**config.mk**
```make
export PLATFORM = sky130hd
export DESIGN_NAME = reset_sequencer_flat
export DESIGN_NICKNAME = d
export VERILOG_FILES = /design/src/rtl/reset_seq_pkg.sv /design/src/rtl/reset_sequencer_if.sv /design/src/rtl/reset_seq_timer.sv /design/src/rtl/reset_sequencer.sv /design/src/flat_wrapper.sv
export SDC_FILE = /design/constraint.sdc
export NUM_CORES = 1
export LEC_CHECK = 0
export BUFFER_PORTS_ARGS = -buffer_cell sky130_fd_sc_hd__buf_2
export CAP_MARGIN = 10
export CORE_ASPECT_RATIO = 1.1
export CORE_MARGIN = 4
export CORE_UTILIZATION = 35
export CTS_BUF_LIST = sky130_fd_sc_hd__clkbuf_4 sky130_fd_sc_hd__clkbuf_8 sky130_fd_sc_hd__clkbuf_16
export DETAILED_ROUTE_END_ITERATION = 6
export HOLD_SLACK_MARGIN = 0.12
export PLACE_DENSITY_LB_ADDON = 0.08
export SLEW_MARGIN = 20
export SYNTH_ARGS = -nofsm -noshare
export SYNTH_HDL_FRONTEND = slang
export SYNTH_HIERARCHICAL = 1
export SYNTH_SLANG_ARGS = --single-unit
```
**constraint.sdc**
```tcl
create_clock -name iCLK -period 2.59 [get_ports iCLK]
set_clock_uncertainty 0.1 [all_clocks]
set_input_delay 0.6475 -clock iCLK [delete_from_list [all_inputs] [get_ports iCLK]]
set_output_delay 0.6475 -clock iCLK [all_outputs]
set_load 0.05 [all_outputs]
```
**src/rtl/reset_seq_pkg.sv**
```systemverilog
// Shared state encoding and counter sizing for the reset sequencer.
package reset_seq_pkg;

  typedef enum logic [1:0] {
    ST_WAIT    = 2'd0,
    ST_RELEASE = 2'd1,
    ST_RUN     = 2'd2,
    ST_ILLEGAL = 2'd3
  } state_t;

  // Bits needed to hold the values 0..n inclusive.
  function automatic int cnt_w(input int n);
    return (n < 1) ? 1 : $clog2(n + 1);
  endfunction

endpackage

```
**src/rtl/reset_sequencer_if.sv**
```systemverilog
// PLL/software inputs and per-domain reset outputs of the reset sequencer.
interface reset_sequencer_if #(
  parameter int CHANNELS = 4
);
  logic                iPLL_LOCKED;
  logic                iSW_RESET;
  logic [CHANNELS-1:0] oRESETn;
  logic                oREADY;
  logic [1:0]          oSTATE;

  modport slave (
    input  iPLL_LOCKED,
    input  iSW_RESET,
    output oRESETn,
    output oREADY,
    output oSTATE
  );

  modport master (
    output iPLL_LOCKED,
    output iSW_RESET,
    input  oRESETn,
    input  oREADY,
    input  oSTATE
  );
endinterface

```
**src/rtl/reset_seq_timer.sv**
```systemverilog
// Saturating up-counter with clear and enable; o_last flags the edge that reaches TARGET.
module reset_seq_timer
  import reset_seq_pkg::*;
#(
  parameter int TARGET = 8
) (
  input  logic i_clk,
  input  logic i_rstn,
  input  logic i_clr,
  input  logic i_en,
  output logic o_last
);
  localparam int W = cnt_w(TARGET);
  localparam logic [W-1:0] MAX  = W'(TARGET);
  localparam logic [W-1:0] LAST = W'(TARGET - 1);

  logic [W-1:0] r_cnt;

  always_ff @(posedge i_clk) begin
    if (!i_rstn) begin
      r_cnt <= '0;
    end else if (i_clr) begin
      r_cnt <= '0;
    end else if (i_en && (r_cnt != MAX)) begin
      r_cnt <= r_cnt + W'(1);
    end
  end

  // Independent of i_clr so the caller may clear on the very edge this fires.
  assign o_last = (r_cnt == LAST);

endmodule

```
**src/rtl/reset_sequencer.sv**
```systemverilog
// Qualifies PLL lock, holds all domain resets, then releases them one by one in index order.
module reset_sequencer
  import reset_seq_pkg::*;
#(
  parameter int CHANNELS    = 4,
  parameter int HOLD_CYCLES = 32,
  parameter int STAGE_GAP   = 8
) (
  input  logic               iCLK,
  input  logic               iRESETn,
  reset_sequencer_if.slave   bus
);
  localparam int CW = (CHANNELS > 1) ? $clog2(CHANNELS) : 1;
  localparam logic [CW-1:0] PENULT = CW'((CHANNELS > 1) ? CHANNELS - 2 : 0);

  state_t              r_state, w_state_nx;
  logic [CHANNELS-1:0] r_resetn, w_resetn_nx;
  logic                r_ready, w_ready_nx;
  logic [CW-1:0]       r_chan, w_chan_nx;

  logic w_abort;
  logic w_hold_en, w_hold_clr, w_hold_last;
  logic w_stage_en, w_stage_clr, w_stage_last;

  assign w_abort = !bus.iPLL_LOCKED || bus.iSW_RESET;

  reset_seq_timer #(.TARGET(HOLD_CYCLES)) u_hold (
    .i_clk  (iCLK),
    .i_rstn (iRESETn),
    .i_clr  (w_hold_clr),
    .i_en   (w_hold_en),
    .o_last (w_hold_last)
  );

  reset_seq_timer #(.TARGET(STAGE_GAP)) u_stage (
    .i_clk  (iCLK),
    .i_rstn (iRESETn),
    .i_clr  (w_stage_clr),
    .i_en   (w_stage_en),
    .o_last (w_stage_last)
  );

  always_ff @(posedge iCLK) begin
    if (!iRESETn) begin
      r_state  <= ST_WAIT;
      r_resetn <= '0;
      r_ready  <= 1'b0;
      r_chan   <= '0;
    end else begin
      r_state  <= w_state_nx;
      r_resetn <= w_resetn_nx;
      r_ready  <= w_ready_nx;
      r_chan   <= w_chan_nx;
    end
  end

  always_comb begin
    w_state_nx  = r_state;
    w_resetn_nx = r_resetn;
    w_ready_nx  = r_ready;
    w_chan_nx   = r_chan;
    w_hold_en   = 1'b0;
    w_hold_clr  = 1'b0;
    w_stage_en  = 1'b0;
    w_stage_clr = 1'b0;

    if (w_abort) begin
      w_state_nx  = ST_WAIT;
      w_resetn_nx = '0;
      w_ready_nx  = 1'b0;
      w_chan_nx   = '0;
      w_hold_clr  = 1'b1;
      w_stage_clr = 1'b1;
    end else begin
      case (r_state)
        ST_WAIT: begin
          w_hold_en = 1'b1;
          if (w_hold_last) begin
            w_hold_clr  = 1'b1;
            w_stage_clr = 1'b1;
            w_resetn_nx = CHANNELS'(1);
            w_chan_nx   = '0;
            if (CHANNELS == 1) begin
              w_state_nx = ST_RUN;
              w_ready_nx = 1'b1;
            end else begin
              w_state_nx = ST_RELEASE;
            end
          end
        end
        ST_RELEASE: begin
          w_stage_en = 1'b1;
          if (w_stage_last) begin
            // Shifting a 1 in from the bottom keeps the outputs thermometer-coded.
            w_stage_clr = 1'b1;
            w_resetn_nx = (r_resetn << 1) | CHANNELS'(1);
            w_chan_nx   = r_chan + CW'(1);
            if (r_chan == PENULT) begin
              w_state_nx = ST_RUN;
              w_ready_nx = 1'b1;
            end
          end
        end
        ST_RUN: begin
          w_state_nx = ST_RUN;
        end
        default: begin
          w_state_nx  = ST_WAIT;
          w_resetn_nx = '0;
          w_ready_nx  = 1'b0;
          w_chan_nx   = '0;
          w_hold_clr  = 1'b1;
          w_stage_clr = 1'b1;
        end
      endcase
    end
  end

  assign bus.oRESETn = r_resetn;
  assign bus.oREADY  = r_ready;
  assign bus.oSTATE  = r_state;

endmodule

```
**src/flat_wrapper.sv**
```systemverilog
// flat-port wrapper written by rule: the top's interface ports become plain ports
module reset_sequencer_flat import reset_seq_pkg::*;
#(
  parameter int CHANNELS    = 4,
  parameter int HOLD_CYCLES = 32,
  parameter int STAGE_GAP   = 8
)
  (iCLK, iRESETn, bus_iPLL_LOCKED, bus_iSW_RESET, bus_oRESETn, bus_oREADY, bus_oSTATE);
  reset_sequencer_if #(.CHANNELS(CHANNELS)) bus_i ();
  input  logic iCLK;
  input  logic iRESETn;
  input wire logic [$bits(bus_i.iPLL_LOCKED)-1:0] bus_iPLL_LOCKED;
  input wire logic [$bits(bus_i.iSW_RESET)-1:0] bus_iSW_RESET;
  output wire logic [$bits(bus_i.oRESETn)-1:0] bus_oRESETn;
  output wire logic [$bits(bus_i.oREADY)-1:0] bus_oREADY;
  output wire logic [$bits(bus_i.oSTATE)-1:0] bus_oSTATE;
  assign bus_i.iPLL_LOCKED = bus_iPLL_LOCKED;
  assign bus_i.iSW_RESET = bus_iSW_RESET;
  assign bus_oRESETn = bus_i.oRESETn;
  assign bus_oREADY = bus_i.oREADY;
  assign bus_oSTATE = bus_i.oSTATE;
  reset_sequencer #(.CHANNELS(CHANNELS), .HOLD_CYCLES(HOLD_CYCLES), .STAGE_GAP(STAGE_GAP)) u_core (.iCLK(iCLK), .iRESETn(iRESETn), .bus(bus_i));
endmodule
```
# Word level (Yosys, flattened, before mapping)
# Index checks and enable logic that the tools add are counted.
[word_totals] regBits=19 in_bits=4 output_inout_bits=7 elab_cells=58
[op_classes] add_sub_neg=3 n_eq_ne=10 mux=23 bitwise_logic=3 n_reduce_logical=13
[ops] op="2-bit one-hot mux with 3 select lines" count=2
[ops] op="4-bit one-hot mux with 3 select lines" count=1
[ops] op="1-bit 2-to-1 mux" count=10
[ops] op="2-bit 2-to-1 mux" count=5
[ops] op="2-bit OR reduction" count=5
[ops] op="3-bit AND reduction" count=3
[ops] op="4-bit 2-to-1 mux" count=2
[ops] op="6-bit by 1-bit adder with 6-bit output (second input constant)" count=1
[ops] op="6-bit by 5-bit equality test with 1-bit output (second input constant)" count=1
[ops] op="6-bit inequality test (second input constant)" count=1
[ops] op="4-bit by 1-bit adder with 4-bit output (second input constant)" count=1
[ops] op="2-bit equality test (second input constant)" count=2
[ops] op="4-bit by 3-bit equality test with 1-bit output (second input constant)" count=1
[ops] op="2-bit inequality test (second input constant)" count=2
[ops] op="4-bit inequality test (second input constant)" count=1
[ops] op="1-bit one-hot mux with 2 select lines" count=2
[ops] op="1-bit NOT" count=3
[ops] op="1-bit one-hot mux with 3 select lines" count=1
[ops] op="2-bit by 1-bit adder with 2-bit output (second input constant)" count=1
[ops] op="2-bit by 1-bit equality test with 1-bit output (second input constant)" count=1
[ops] op="1-bit logical AND" count=2
[ops] op="2-bit logical NOT" count=1
[ops] op="2-bit by 1-bit inequality test with 1-bit output (second input constant)" count=1
[ops] op="1-bit logical NOT" count=1
[ops] op="1-bit logical OR" count=1

# Logic depth before layout (Yosys ltp)
[depth] word_depth=5 mapped_depth=8 depth_no_buf=8

# Hierarchy
# Netlist, hierarchy kept.
[modules_own_cells] module="reset_sequencer" instances=1 cells_per_inst=62 area_per_inst_um2=579.3
[modules_own_cells] module="reset_seq_timer (u_core.u_hold)" instances=1 cells_per_inst=41 area_per_inst_um2=370.4
[modules_own_cells] module="reset_seq_timer (u_core.u_stage)" instances=1 cells_per_inst=25 area_per_inst_um2=225.2

# Worst setup path before layout
# Ideal clock, no wire load.
[synth_path] path_kind="register to register" start="register u_core.r_state[0], in the netlist u_core/bus.oSTATE[0]" end="register u_core.u_hold.r_cnt[0]" arrival_time_ns=1.810 required_ns=2.384 slack_ns=0.574 stages_incl_launch_ff=7 path_buffers=0 synth_period_minus_slack_ns=2.016 cell_sequence="dfxtp_1 inv_1 ha_1 a21oi_1 nand2_1 nand2b_1 o311ai_0"
[synth_between] elab_chain_len=5
[synth_lines] element="from (decl)" line_no="reset_sequencer.sv:16" rtl="state_t r_state, w_state_nx;"
[synth_lines] element="from (signal assigned)" line_no="reset_sequencer.sv:50" rtl="r_state <= w_state_nx;"
[synth_lines] element="2-bit equality test or 2-bit by 1-bit equality test with 1-bit output (tied branches)" line_no="reset_sequencer.sv:75" rtl="case (r_state)"
[synth_lines] element="2-bit OR reduction (no source line)"
[synth_lines] element="1-bit one-hot mux with 2 select lines *" line_no="reset_sequencer.sv:75"
[synth_lines] element="1-bit 2-to-1 mux *" line_no="reset_sequencer.sv:67" rtl="if (w_abort) begin"
[synth_lines] element="named net u_core.w_hold_clr" line_no="reset_sequencer.sv:22" rtl="logic w_hold_en, w_hold_clr, w_hold_last;"
[synth_lines] element="2-bit OR reduction (no source line) *"
[synth_lines] element="to (signal assigned)" line_no="reset_seq_timer.sv:25" rtl="r_cnt <= r_cnt + W'(1);"
[synth_lines] element="to (decl)" line_no="reset_seq_timer.sv:17" rtl="logic [W-1:0] r_cnt;"
# The timed path passes the listed nets; every way through them passes the cells marked *.
# A chain may end at the register's enable or synchronous reset.

# Worst setup path after layout
[layout_path] start="register u_core.u_hold.r_cnt[1]" end="register u_core.u_hold.r_cnt[1]"
[layout_between] elab_chain_len=5
[layout_lines] element="6-bit by 5-bit equality test with 1-bit output" line_no="reset_seq_timer.sv:30" rtl="assign o_last = (r_cnt == LAST);"
[layout_lines] element="named net u_core.w_hold_last" line_no="reset_sequencer.sv:22"
[layout_lines] element="1-bit 2-to-1 mux" line_no="reset_sequencer.sv:78" rtl="if (w_hold_last) begin"
[layout_lines] element="1-bit one-hot mux with 2 select lines" line_no="reset_sequencer.sv:75"
[layout_lines] element="1-bit 2-to-1 mux" line_no="reset_sequencer.sv:67"
[layout_lines] element="named net u_core.w_hold_clr" line_no="reset_sequencer.sv:22"
[layout_lines] element="2-bit OR reduction (no source line)"
# The timed path passes the listed nets, and every way through them passes these cells.

==> out/metrics.cfg <==
[run_status]
run_status=finished, final reports clean

[synthesis]
synthesis.instances=128
asyncSetResetFlopFracSynth_pct=0
yosysWarningCount=6
synth_top_area_cell=dfxtp_1
synth_top_cells_by_area=dfxtp_1, ha_1, mux2i_1
post_synth.cell_area_avg_um2=9.18
synth.distinct_cells=38
synth.cells.most_frequent=dfxtp_1, nand2_1, ha_1
synthesis.nets=143
synth_area_um2=1170
synthDominantCellAreaShare_pct=32.4
synth-main-ff-cell=dfxtp_1
synth.yosys.seq_area_share_pct=32.4
synth.most_common_cell=dfxtp_1
synth_edf_count=0
synth.ff_latch_count=19

[placement]
place.gp.congestion=0.782
dp_hpwl_um=1720
dp_slack_ps=463
placed_cells=168
placed_cell_area_um2=1240
total_of_buffers_placed_on_input_and_output_ports=10

[cts]
worst_skew_pair.late_latency_ps=300
clock_tree.root_cell=clkbuf_4
cts-htree-levels=1
total_of_hold_buffers_inserted_after_clock_tree_synthesis=0
cts_post_setup_buffers_inserted=0
numClockSinks=19
cts_tree=done
clk_pin_slew_ps=120
cts_buf_count=3
postCtsResizedCells=0
ctsLongestPathBuffers=2

[power]
power_per_cell_area_nw_per_um2=368
totalPowerFinal_mw=0.466
ir_drop_v=0.000122
static-leakage-power_nw=0.445

[global_routing]
grt_util_all_layers_pct=11.8
grt-ovfl-total=0
grt_antenna_before_repair=0
grt_pass1_wl_um=4020
first_global_vias=889
maximum_number_of_pins_on_one_net_before_global_route_repair=16

[detailed_routing]
met2WireLength_um=1060
dr.pass1.iters=3
met1Wirelength_um=1110
met3RoutedLength_um=44
via_count=902
vias_per_cell=5.24
remaining_drc_errors=0
wl_per_cell_um=13.0
initialDrtViolationCount=34
postRouteAntennaNets=0
drt-total-wl_um=2230
topRoutingLayerUsed=met4

[worst_setup_path]
criticalPathCategory=flop to flop
path_max_fanout=6
critPathArrivalTime_ps=2170
endpoint_kind=flop
timing.critical_path.from_type=flop
cp_required_ps=2670

[layout]
fillCellCount=316
finish.utilization_pct=40.4
nets=154
antennaDiodeCount=0
final_cells=172
design_area_um2=1260
drive_gt1_share_pct=16.7
layout-area-overhead-vs-synth_pct=7.56

[timing]
period_needed_ps=2090
timing_hold_violations_final=0
timing.max_slew.rel_slack_pct=66.1
hold_slack_ps=369
setup_viol=0
timing.final.crit_share_pct=80.7
grt_setup_unrepaired=no
setup_slack_ps=501
tightest_slew_ps=505
maxSlewViolCount=0
final.setup.tns_ps=0
fmaxAchievable_mhz=479

[floorplanning]
core_region_area_um2=3130
chipWidth_um=63.2
dieHeight_um=68.8
placementRows=21
starting_density_pct=37.6
design.die.area_um2=4350
ioPinCount=11

[min_path]
hold_class=flop to flop

[job]
maxCapViolCount=0

[report_power, final]
group          total (mW)  internal [mW]  leakage [nW]  switching (mW)
Combinational      0.0185        0.00678         0.274          0.0117
Clock               0.154         0.0575        0.0177          0.0967
Sequential          0.293          0.292         0.153        0.000434
[metal layers]
metal	track usage [%]	up-vias
met3	1.94	2
met5	0	-
met1	14.8	428
li1	-	468
met2	20.0	4
met4	5.66	0
[flip-flops by register name (all words and copies together) (netlist names)]
signal / cells
u_core/u_hold/r_cnt: 6
u_core/bus.oRESETn: 4
u_core/u_stage/r_cnt: 4
u_core/bus.oSTATE: 2
u_core/r_chan: 2
u_core/bus.oREADY: 1
[cells in the final DEF, fill, tap and decap left out, drive strengths merged, types with 2 or more instances in the layout]
cell and instances:
dfxtp 19, nand2 14, ha 11, buf 10, nand3 9, inv 7
mux2i 7, nor2 6, a21oi 6, nand4 4, o21ai 4, nor2b 4
clkbuf 3, a21o 3, nand2b 3, a21boi 3, nor4bb 3, xor2 3
or3 2, nand4b 2, and2 2, nor3 2, nand3b 2
[worst paths after layout]
| kind | endpoint | slack (ps) | start | depth (start not counted) |
|---|---|---|---|---|
| setup reg to reg | u_core/u_hold/r_cnt[1]$_SDFFE_PP0P_ | 500 | u_core/u_hold/r_cnt[1]$_SDFFE_PP0P_ | 8 |
| hold reg to reg | u_core/bus.oRESETn[3]$_SDFFE_PP0P_ | 370 | u_core/bus.oRESETn[3]$_SDFFE_PP0P_ | 2 |
| setup / recovery | u_core/u_hold/r_cnt[1]$_SDFFE_PP0P_ | 500 | u_core/u_hold/r_cnt[1]$_SDFFE_PP0P_ | 8 |
| hold / removal | u_core/bus.oRESETn[3]$_SDFFE_PP0P_ | 370 | u_core/bus.oRESETn[3]$_SDFFE_PP0P_ | 2 |
[layout make-up]
| class | instances | area (µm²) | share of cell area, % |
|---|---|---|---|
| repair buffers | 10 | 50.0 | 3.96 |
| multi-input cells | 98 | 737 | 58.3 |
| flip-flops and latches | 19 | 380 | 30.1 |
| well taps | 34 | 42.5 | 3.37 |
| inverters | 7 | 26.3 | 2.08 |
| clock buffers | 3 | 22.5 | 1.78 |
| clock inverters | 1 | 5.00 | 0.396 |
[cells by family (layout without fill, tap and decap cells)]
kind of cell	count (synthesis)	after routing	synth area share, %
mux	7	7	5.96
flops	19	19	32.4
compound gates	22	22	12.9
fa+ha+maj	11	11	11.7
simple gates	55	55	29.9
buf+inv	11	21	4.90
xor+xnor	3	3	2.24
[worst max-delay path, cell delays in order (launching register included)]
cell and delay (ps):
dfxtp_1 430, ha_1 210, nand2_1 60, nor3_1 410, a21oi_1 130, nand2_1 200, nor2b_1 110, a41oi_1 220
o211ai_1 110
No activity file was read; power rests on OpenSTA's default activity.
